--- config.mk ---
export PLATFORM = sky130hd
export DESIGN_NAME = lsu_align
export DESIGN_NICKNAME = d
export VERILOG_FILES = /design/src/rtl/lsu_pkg.sv /design/src/rtl/lsu_load_ext.sv /design/src/rtl/lsu_align.sv
export SDC_FILE = /design/constraint.sdc
export NUM_CORES = 1
export LEC_CHECK = 0
export CAP_MARGIN = 20
export CORE_MARGIN = 2
export CORE_UTILIZATION = 43
export CTS_CLUSTER_SIZE = 30
export DETAILED_ROUTE_END_ITERATION = 7
export GPL_TIMING_DRIVEN = 0
export PLACE_DENSITY = 0.88
export RECOVER_POWER = 100
export SYNTH_ARGS = -nofsm -noshare
export SYNTH_HDL_FRONTEND = slang
export SYNTH_SLANG_ARGS = --single-unit
export TNS_END_PERCENT = 50
--- constraint.sdc ---
create_clock -name clk -period 6.3 [get_ports clk]
set_input_delay 1.26 -clock clk [delete_from_list [all_inputs] [get_ports clk]]
set_output_delay 1.26 -clock clk [all_outputs]
set_load 0.03 [all_outputs]
--- src/rtl/lsu_pkg.sv ---
// Shared definitions for the load/store alignment sequencer: access encodings,
// sequencer states and access-size helpers.
package lsu_pkg;

    // Data memory access-type encodings
    localparam logic [2:0] CtrlB  = 3'b000;
    localparam logic [2:0] CtrlH  = 3'b001;
    localparam logic [2:0] CtrlW  = 3'b010;
    localparam logic [2:0] CtrlBu = 3'b100;
    localparam logic [2:0] CtrlHu = 3'b101;

    typedef enum logic [1:0] {
        StIdle,
        StSplit,
        StDone
    } lsu_state_e;

    // Access size in bytes; 0 marks an encoding with no defined access
    function automatic logic [2:0] size_of(input logic [2:0] ctrl);
        logic [2:0] n;
        case (ctrl)
            CtrlB, CtrlBu: n = 3'd1;
            CtrlH, CtrlHu: n = 3'd2;
            CtrlW:         n = 3'd4;
            default:       n = 3'd0;
        endcase
        return n;
    endfunction

    // Unsigned variants have no store counterpart
    function automatic logic is_legal(input logic [2:0] ctrl, input logic wr);
        return (size_of(ctrl) != 3'd0) && !(wr && ctrl[2]);
    endfunction

endpackage

--- src/rtl/lsu_load_ext.sv ---
// Load extension: trims a little-endian assembled value to the access size and
// sign- or zero-extends it to 32 bits.
module lsu_load_ext
    import lsu_pkg::*;
(
    input  logic [2:0]  ctrl,
    input  logic [31:0] raw,
    output logic [31:0] result
);

    // Pick width and extension from the access type
    always_comb begin
        result = '0;
        case (ctrl)
            CtrlB:   result = {{24{raw[7]}}, raw[7:0]};
            CtrlBu:  result = {24'b0, raw[7:0]};
            CtrlH:   result = {{16{raw[15]}}, raw[15:0]};
            CtrlHu:  result = {16'b0, raw[15:0]};
            CtrlW:   result = raw;
            default: result = '0;
        endcase
    end

endmodule

--- src/rtl/lsu_align.sv ---
// Load/store sequencer between the core and a byte-addressed data memory.
// Aligned and byte accesses pass straight through; misaligned halfword/word
// accesses are broken into byte accesses while the core is stalled, and the
// load bytes are reassembled and extended in a final DONE cycle.
// Build option LSU_MISALIGN_TRAP_EN: misaligned requests are suppressed and
// only flagged on `misaligned`, so the core can raise an exception instead.
module lsu_align
    import lsu_pkg::*;
#(
    parameter int unsigned XLEN = 32
) (
    input  logic            clk,
    input  logic            rst,
    input  logic            req,
    input  logic            MemWr,
    input  logic [2:0]      MemCtrl,
    input  logic [XLEN-1:0] addr,
    input  logic [XLEN-1:0] wdata,
    output logic [XLEN-1:0] rdata,
    output logic            stall,
    output logic            misaligned,
    output logic            DMWr,
    output logic [2:0]      DMCtrl,
    output logic [XLEN-1:0] dm_addr,
    output logic [XLEN-1:0] DataWr,
    input  logic [XLEN-1:0] DataRd
);

    lsu_state_e      state_q, state_d;
    logic [1:0]      cnt_q, cnt_d;
    logic [XLEN-1:0] byte_buf_q, byte_buf_d;

    logic [2:0]      size;
    logic            legal;
    logic            last_byte;
    logic [XLEN-1:0] wdata_shift;
    logic [XLEN-1:0] ext_raw;
    logic [XLEN-1:0] ext_data;

    assign size        = size_of(MemCtrl);
    assign legal       = is_legal(MemCtrl, MemWr);
    assign misaligned  = req & (((size == 3'd2) & addr[0]) |
                                ((size == 3'd4) & (addr[1:0] != 2'b00)));
    assign last_byte   = ({1'b0, cnt_q} == (size - 3'd1));
    assign wdata_shift = wdata >> {cnt_q, 3'b000};

    // Buffered bytes feed the extender only once the split has finished
    assign ext_raw = (state_q == StDone) ? byte_buf_q : DataRd;

    lsu_load_ext u_load_ext (
        .ctrl   (MemCtrl),
        .raw    (ext_raw),
        .result (ext_data)
    );

    // Sequencer state, byte counter and reassembly buffer
    always_ff @(posedge clk) begin
        if (rst) begin
            state_q    <= StIdle;
            cnt_q      <= 2'd0;
            byte_buf_q <= '0;
        end else begin
            state_q    <= state_d;
            cnt_q      <= cnt_d;
            byte_buf_q <= byte_buf_d;
        end
    end

    // Next state and memory-side / core-side outputs
    always_comb begin
        state_d    = state_q;
        cnt_d      = cnt_q;
        byte_buf_d = byte_buf_q;
        stall      = 1'b0;
        DMWr       = req & MemWr & legal;
        DMCtrl     = MemCtrl;
        dm_addr    = addr;
        DataWr     = wdata;
        rdata      = legal ? (MemWr ? DataRd : ext_data) : '0;

        unique case (state_q)
            StIdle: begin
                if (misaligned && legal) begin
`ifdef LSU_MISALIGN_TRAP_EN
                    DMWr  = 1'b0;
                    rdata = '0;
`else
                    stall      = 1'b1;
                    DMWr       = MemWr;
                    DMCtrl     = MemWr ? CtrlB : CtrlBu;
                    DataWr     = {{(XLEN-8){1'b0}}, wdata[7:0]};
                    rdata      = '0;
                    byte_buf_d = {{(XLEN-8){1'b0}}, DataRd[7:0]};
                    cnt_d      = 2'd1;
                    state_d    = StSplit;
`endif
                end
            end
            StSplit: begin
                stall   = 1'b1;
                DMWr    = MemWr;
                DMCtrl  = MemWr ? CtrlB : CtrlBu;
                dm_addr = addr + {{(XLEN-2){1'b0}}, cnt_q};
                DataWr  = {{(XLEN-8){1'b0}}, wdata_shift[7:0]};
                rdata   = '0;
                byte_buf_d[{cnt_q, 3'b000} +: 8] = DataRd[7:0];
                if (last_byte) begin
                    state_d = StDone;
                    cnt_d   = 2'd0;
                end else begin
                    cnt_d = cnt_q + 2'd1;
                end
            end
            StDone: begin
                // Core advances on this edge, so the request is not re-issued
                DMWr    = 1'b0;
                rdata   = MemWr ? '0 : ext_data;
                state_d = StIdle;
                cnt_d   = 2'd0;
            end
            default: begin
                state_d = StIdle;
                cnt_d   = 2'd0;
            end
        endcase

        if (rst) begin
            stall = 1'b0;
            DMWr  = 1'b0;
            rdata = '0;
        end
    end

endmodule
==> results of run 1 <==
cell families after synthesis:
| family | count (synthesis) |
|---|---|
| simple gates | 213 |
| compound gates | 145 |
| buf+inv | 49 |
| flops | 36 |
| xor+xnor | 31 |
| mux | 16 |
| fa+ha+maj | 10 |
metrics by stage:
step           cells  worst slack, ns  utilization (%)
3_5_place_dp     807           0.1364            70.72
5_1_grt          813          0.02882            71.66
6_report         814           0.2284            71.69
2_1_floorplan    500            1.070                -
3_3_place_gp     806           0.2325            70.66
4_1_cts          815           0.1251            72.03
final cells by class:
type,instances,area [sq um],share of cell area [%]
Inverter,12,45.04,0.7647
Tap cell,105,131.4,2.230
Timing Repair Buffer,202,2004,34.03
Clock buffer,6,72.57,1.232
Antenna cell,1,2.502,0.04248
Buffer,35,150.1,2.549
Sequential cell,36,720.7,12.23
Multi-Input combinational cell,415,2729,46.33
Clock inverter,2,35.03,0.5947
cell usage after synthesis, types with 16 or more instances:
cell,number,area (sq um)
nand3_1,52,260.3
nor2_1,38,142.6
dfxtp_1,36,720.7
o21ai_0,36,180.2
nand2_1,35,131.4
a22o_1,33,289.0
nor2b_1,27,168.9
o2bb2ai_1,23,201.4
clkbuf_1,21,78.83
xnor2_1,21,183.9
a31oi_1,17,106.4
a21oi_1,16,80.08
mux2i_1,16,160.2
state kept, by name, summed over array words and instances (netlist names):
signal,count
byte_buf_q,32
cnt_q,2
state_q,2
metal layers:
metal / share of wire (%) / track usage [%] / routed length [microns] / vias up
li1: - / - / - / 2260
met4: 1.9 / 8.810 / 276 / 0
met5: 0 / 0 / 0 / -
met2: 49 / 53.18 / 7145 / 271
met1: 39 / 37.77 / 5668 / 2251
met3: 9.4 / 6.421 / 1363 / 25
power groups by stage:
stage	registers, W	clock network [W]	logic [W]
finish	0.000231	0.000201	0.000329
global route	0.000231	0.000212	0.000349
floorplan	0.000236	0	0.000169
detailed placement	0.000236	0	0.000340
CTS	0.000231	0.000199	0.000342
global placement	0.000236	0	0.000334
worst max-delay path: stages:
cell and delay [ns]:
buf_2 0.14, clkbuf_1 0.36, or2_2 0.43, ha_1 0.28
and4bb_1 0.25, o221ai_4 0.25, inv_2 0.12, o21ai_1 0.17
and4_1 0.22, clkbuf_2 0.19, buf_2 0.24, o2bb2ai_1 0.14
dlygate4sd3_1 0.76
path summary, 6_finish.rpt:
kind | slack (ns) | startpoint | end
max reg2reg | 3.71 | cnt_q[0] | byte_buf_q[25]
min | 0.48 | byte_buf_q[27] | byte_buf_q[27]
max | 0.23 | MemCtrl[1] | rdata[23]
min reg2reg | 0.48 | byte_buf_q[27] | byte_buf_q[27]
layout by cell type, fill, tap and decap left out, types with 9 or more instances in the layout:
cell,synthesis,layout
buf_2,11,11
nand2_1,35,35
a22o_1,33,33
clkbuf_1,21,22
clkdlybuf4s50_1,0,107
nor2_1,38,38
a21oi_1,16,16
o2bb2ai_1,23,23
xnor2_1,21,21
xor2_1,10,10
o21ai_0,36,39
or3_1,9,9
a31oi_1,17,17
nand2b_1,11,11
inv_1,10,10
dfxtp_1,36,36
dlygate4sd3_1,0,92
nand3_1,52,52
nor2b_1,27,27
mux2i_1,16,16
==> metrics.txt, run 1 <==
Routed WL 14.45 mm; setup repair bufs after CTS 0; grt total ovfl 0; Combinational Power Share 43.2%; worst-case clock skew 0.005407 ns; total die area 0.009271 sq mm; combinational family with the most area after synthesis simple AND/OR/NAND/NOR gates; switching share of power 35.25%; gp weighted congestion 0.9324; Seq cells post-synth 36; largest net degree at the start of global routing 13; Post-Syn Instances 500; Arr. time, crit path 4.81 ns; post-synthesis simple-gate area fraction 31.09%; CTS-repair resized insts 0; CTS sink cnt 36; syn_area_per_cell 7.325 sq um; Crit Path Max Fanout 19; synth-to-layout area growth 60.85%; Final Hold Fails 0; design area 0.005891 sq mm; layout cells sized above 1 4.237%; first-pass GRT wire length 22.32 mm; DIE HEIGHT 96.29 microns; CP Class in -> out; FFs w/ async S/R, synth 0%; Power Density 129.1 mW/mm^2; Seq pwr share 30.4%; core area 0.008217 sq mm; root buffer cell clkbuf_8; WHS 0.4832 ns; RSZ-0062 raised after global routing false; initial antenna violation count 1; number of synthesized flops with an enable pin 0; cts bufs inserted 5; switching pwr 0.0002682 W; gr usage total 30.56%; maxcap violations 0; vias in the first global route 4389; status complete, no violations; Compound-Gate Fraction of Synth Area 28.36%; CTS tree done; wire per inst 17.76 microns; Fmax 164.7 MHz; ys flop type dfxtp_1; YS warnings 0; synth unique cells 57; Pre-antenna DRT Iters 6; post-synthesis xor/xnor area fraction 7.414%; Vias/cell 5.905; Final Setup Violations 0; fin crit period 6.072 ns; Hold/Removal Path Class reg -> reg; Power Total 0.0007607 W; hold buffer count at cts 0; Critical Path RT 5.04 ns; Seq/Total Area, Yosys 19.68%; FILL cells 684; Worst slew margin 35.16%; CP Capture Type output port; DRC Markers 0; IO Port Bufs 201; Clock Pin Slew Worst Setup and Hold Paths 0.07 ns; Worst-Margin Slew 0.9624 ns; Rows 33; mux cell area share after synthesis 4.373%; Period Utilization, post-route 96.37%; Synthesized Nets 612; Horiz. Die Dim 96.29 microns; HPWL after detailed placement 11.62 mm; initial drt markers 443; adder-cell area share of the yosys netlist 3.553%; Leak 2.264 nW; Int Pwr 0.0004925 W; Placement Cell Area 0.005811 sq mm; setup_tns 0 ns; Clock Power Share 26.4%; Clock Tree Buf Depth 2; Ports 205; worst skew pair latency 0.29 ns; Peak VDD IR 0.0001652 V; Antenna Violating Nets Remaining 0; Cell Area, Synth 0.003662 sq mm; hold depth 1; Total Nets Final 819; Vias 4807; H-tree Lvls 2; Worst Reg2Reg Path Length in Cells 6; Initial Util 44.57%; CP Launch Type input port; max-slew violations 0
Power figures use the tool's default switching activity.
==> inputs of run 2 (changes only) <==
CORE_UTILIZATION = 40   (was 43)
PLACE_DENSITY = 0.83   (was 0.88)
==> run 2 against run 1 <==
Effect of this change: sequential cell count did not move; die area up 7.2%; maximum frequency decreased by 0.70%; register-to-register slack improved by 0.14 ns; critical endpoint is now rdata[10].
==> metrics.txt, run 2 (same netlist as run 1, synthesis figures left out) <==
gr usage total 27.40%; initial drt markers 294; Period Utilization, post-route 97.05%; Placement Cell Area 0.005814 sq mm; Fmax 163.6 MHz; gp weighted congestion 0.8975; Clock Pin Slew Worst Setup and Hold Paths 0.07 ns; largest net degree at the start of global routing 13; RSZ-0062 raised after global routing false; IO Port Bufs 201; most common cell after layout, fill and taps aside clkdlybuf4s50_1; Clock Tree Buf Depth 2; hold buffer count at cts 0; Hold/Removal Path Class reg -> reg; cts bufs inserted 5; met1 WL 5.822 mm; CP max stage delay 0.75 ns; Ant. Diodes 0; Worst slew margin 37.62%; H-tree Lvls 2; status complete, no violations; Routed WL 14.20 mm; CP Capture Type output port; Vias/cell 5.792; Final Hold Fails 0; biggest regs byte_buf_q (32), cnt_q (2), state_q (2); commonest cells after routing, fill and taps aside clkdlybuf4s50_1 (132), dlygate4sd3_1 (59), nand3_1 (52), o21ai_0 (39), nor2_1 (38); Crit-path slowest cell dlygate4sd3_1; Power Density 123.6 mW/mm^2; vias in the first global route 4534; DIE HEIGHT 99.69 microns; Vias 4732; WL met2 6.944 mm; worst-case clock skew 0.008872 ns; CTS sink cnt 36; Top reg by flops byte_buf_q; Highest Signal Layer met4; max reg flops 32; setup repair bufs after CTS 0; CP Launch Type input port; CTS tree done; crit path cell chain buf_2 > clkbuf_1 > clkbuf_2 > or2_2 > ha_1 > and4bb_1 > o221ai_4 > inv_2 > or4_4 > a21oi_4 > a22o_1 > dlygate4sd3_1; Antenna Violating Nets Remaining 0; met3 WL 1.022 mm; synth-to-layout area growth 58.90%; FF+latch area 720.7 sq um; design area 0.005819 sq mm; max-slew violations 0; Horiz. Die Dim 99.69 microns; CTS-repair resized insts 0; first-pass GRT wire length 22.22 mm; Total Nets Final 821; wire per inst 17.38 microns; Arr. time, crit path 4.85 ns; Worst-Margin Slew 0.9259 ns; Final Setup Violations 0; Leak 2.183 nW; maxcap violations 0; total die area 0.009937 sq mm; HPWL after detailed placement 11.37 mm; Rows 34; Pre-antenna DRT Iters 5; initial antenna violation count 0; setup_tns 0 ns; CP Class in -> out; root buffer cell clkbuf_8; grt total ovfl 0; DRC Markers 0; multi-input combinational cell area 0.002729 sq mm; fin crit period 6.114 ns; Initial Util 41.59%; layout cells sized above 1 4.090%; worst skew pair latency 0.30 ns; Critical Path RT 5.04 ns; Ports 205; core area 0.008806 sq mm; FILL cells 773; Peak VDD IR 0.00009298 V; Crit Path Max Fanout 10
[run 2: worst max-delay path, delay by kind of cell]
kind	cells	cell delay (ns)
fa+ha+maj	1	0.27
buf+inv	5	1.52
compound gates	3	0.67
simple gates	3	1.10
[run 2: layout make-up]
type / instances / area share [%]
repair buffers: 202 / 33.58
inverters: 12 / 0.7740
clock buffers: 6 / 1.247
flip-flops and latches: 36 / 12.38
clock inverters: 1 / 0.08600
plain buffers: 37 / 2.709
well taps: 108 / 2.322
multi-input cells: 415 / 46.89
[run 2: where the power goes]
part | switching [W] | internal [W]
sequential | 0.00000177 | 0.000230
combinational | 0.000183 | 0.000148
clock | 0.0000813 | 0.0000751
[run 2: final timing paths]
check / depth (start not counted) / end / slack [ns] / start
max: 12 / rdata[10] / 0.19 / MemCtrl[0]
min: 1 / byte_buf_q[9] / 0.48 / byte_buf_q[9]
min reg2reg: 1 / byte_buf_q[9] / 0.48 / byte_buf_q[9]
max reg2reg: 6 / byte_buf_q[29] / 3.85 / cnt_q[0]
[run 2: metrics by stage]
step | hold WS [ns] | setup slack, ns | instances | power [W] | utilization, %
3_3_place_gp | 0.4588 | 0.2160 | 809 | 0.0005707 | 65.97
6_report | 0.4799 | 0.1858 | 817 | 0.0007192 | 66.08
5_1_grt | 0.4979 | 0.01584 | 817 | 0.0007514 | 66.08
2_1_floorplan | 0.4417 | 1.070 | 500 | 0.0004052 | -
3_5_place_dp | 0.4544 | 0.1316 | 810 | 0.0005769 | 66.03
4_1_cts | 0.4803 | 0.1158 | 817 | 0.0007303 | 66.91
[run 2: per-layer routing]
| layer | vias to the layer above | track usage (%) |
|---|---|---|
| li1 | 2269 | - |
| met1 | 2219 | 33.86 |
| met2 | 207 | 48.28 |
| met3 | 37 | 4.568 |
| met4 | 0 | 9.062 |
| met5 | - | 0 |
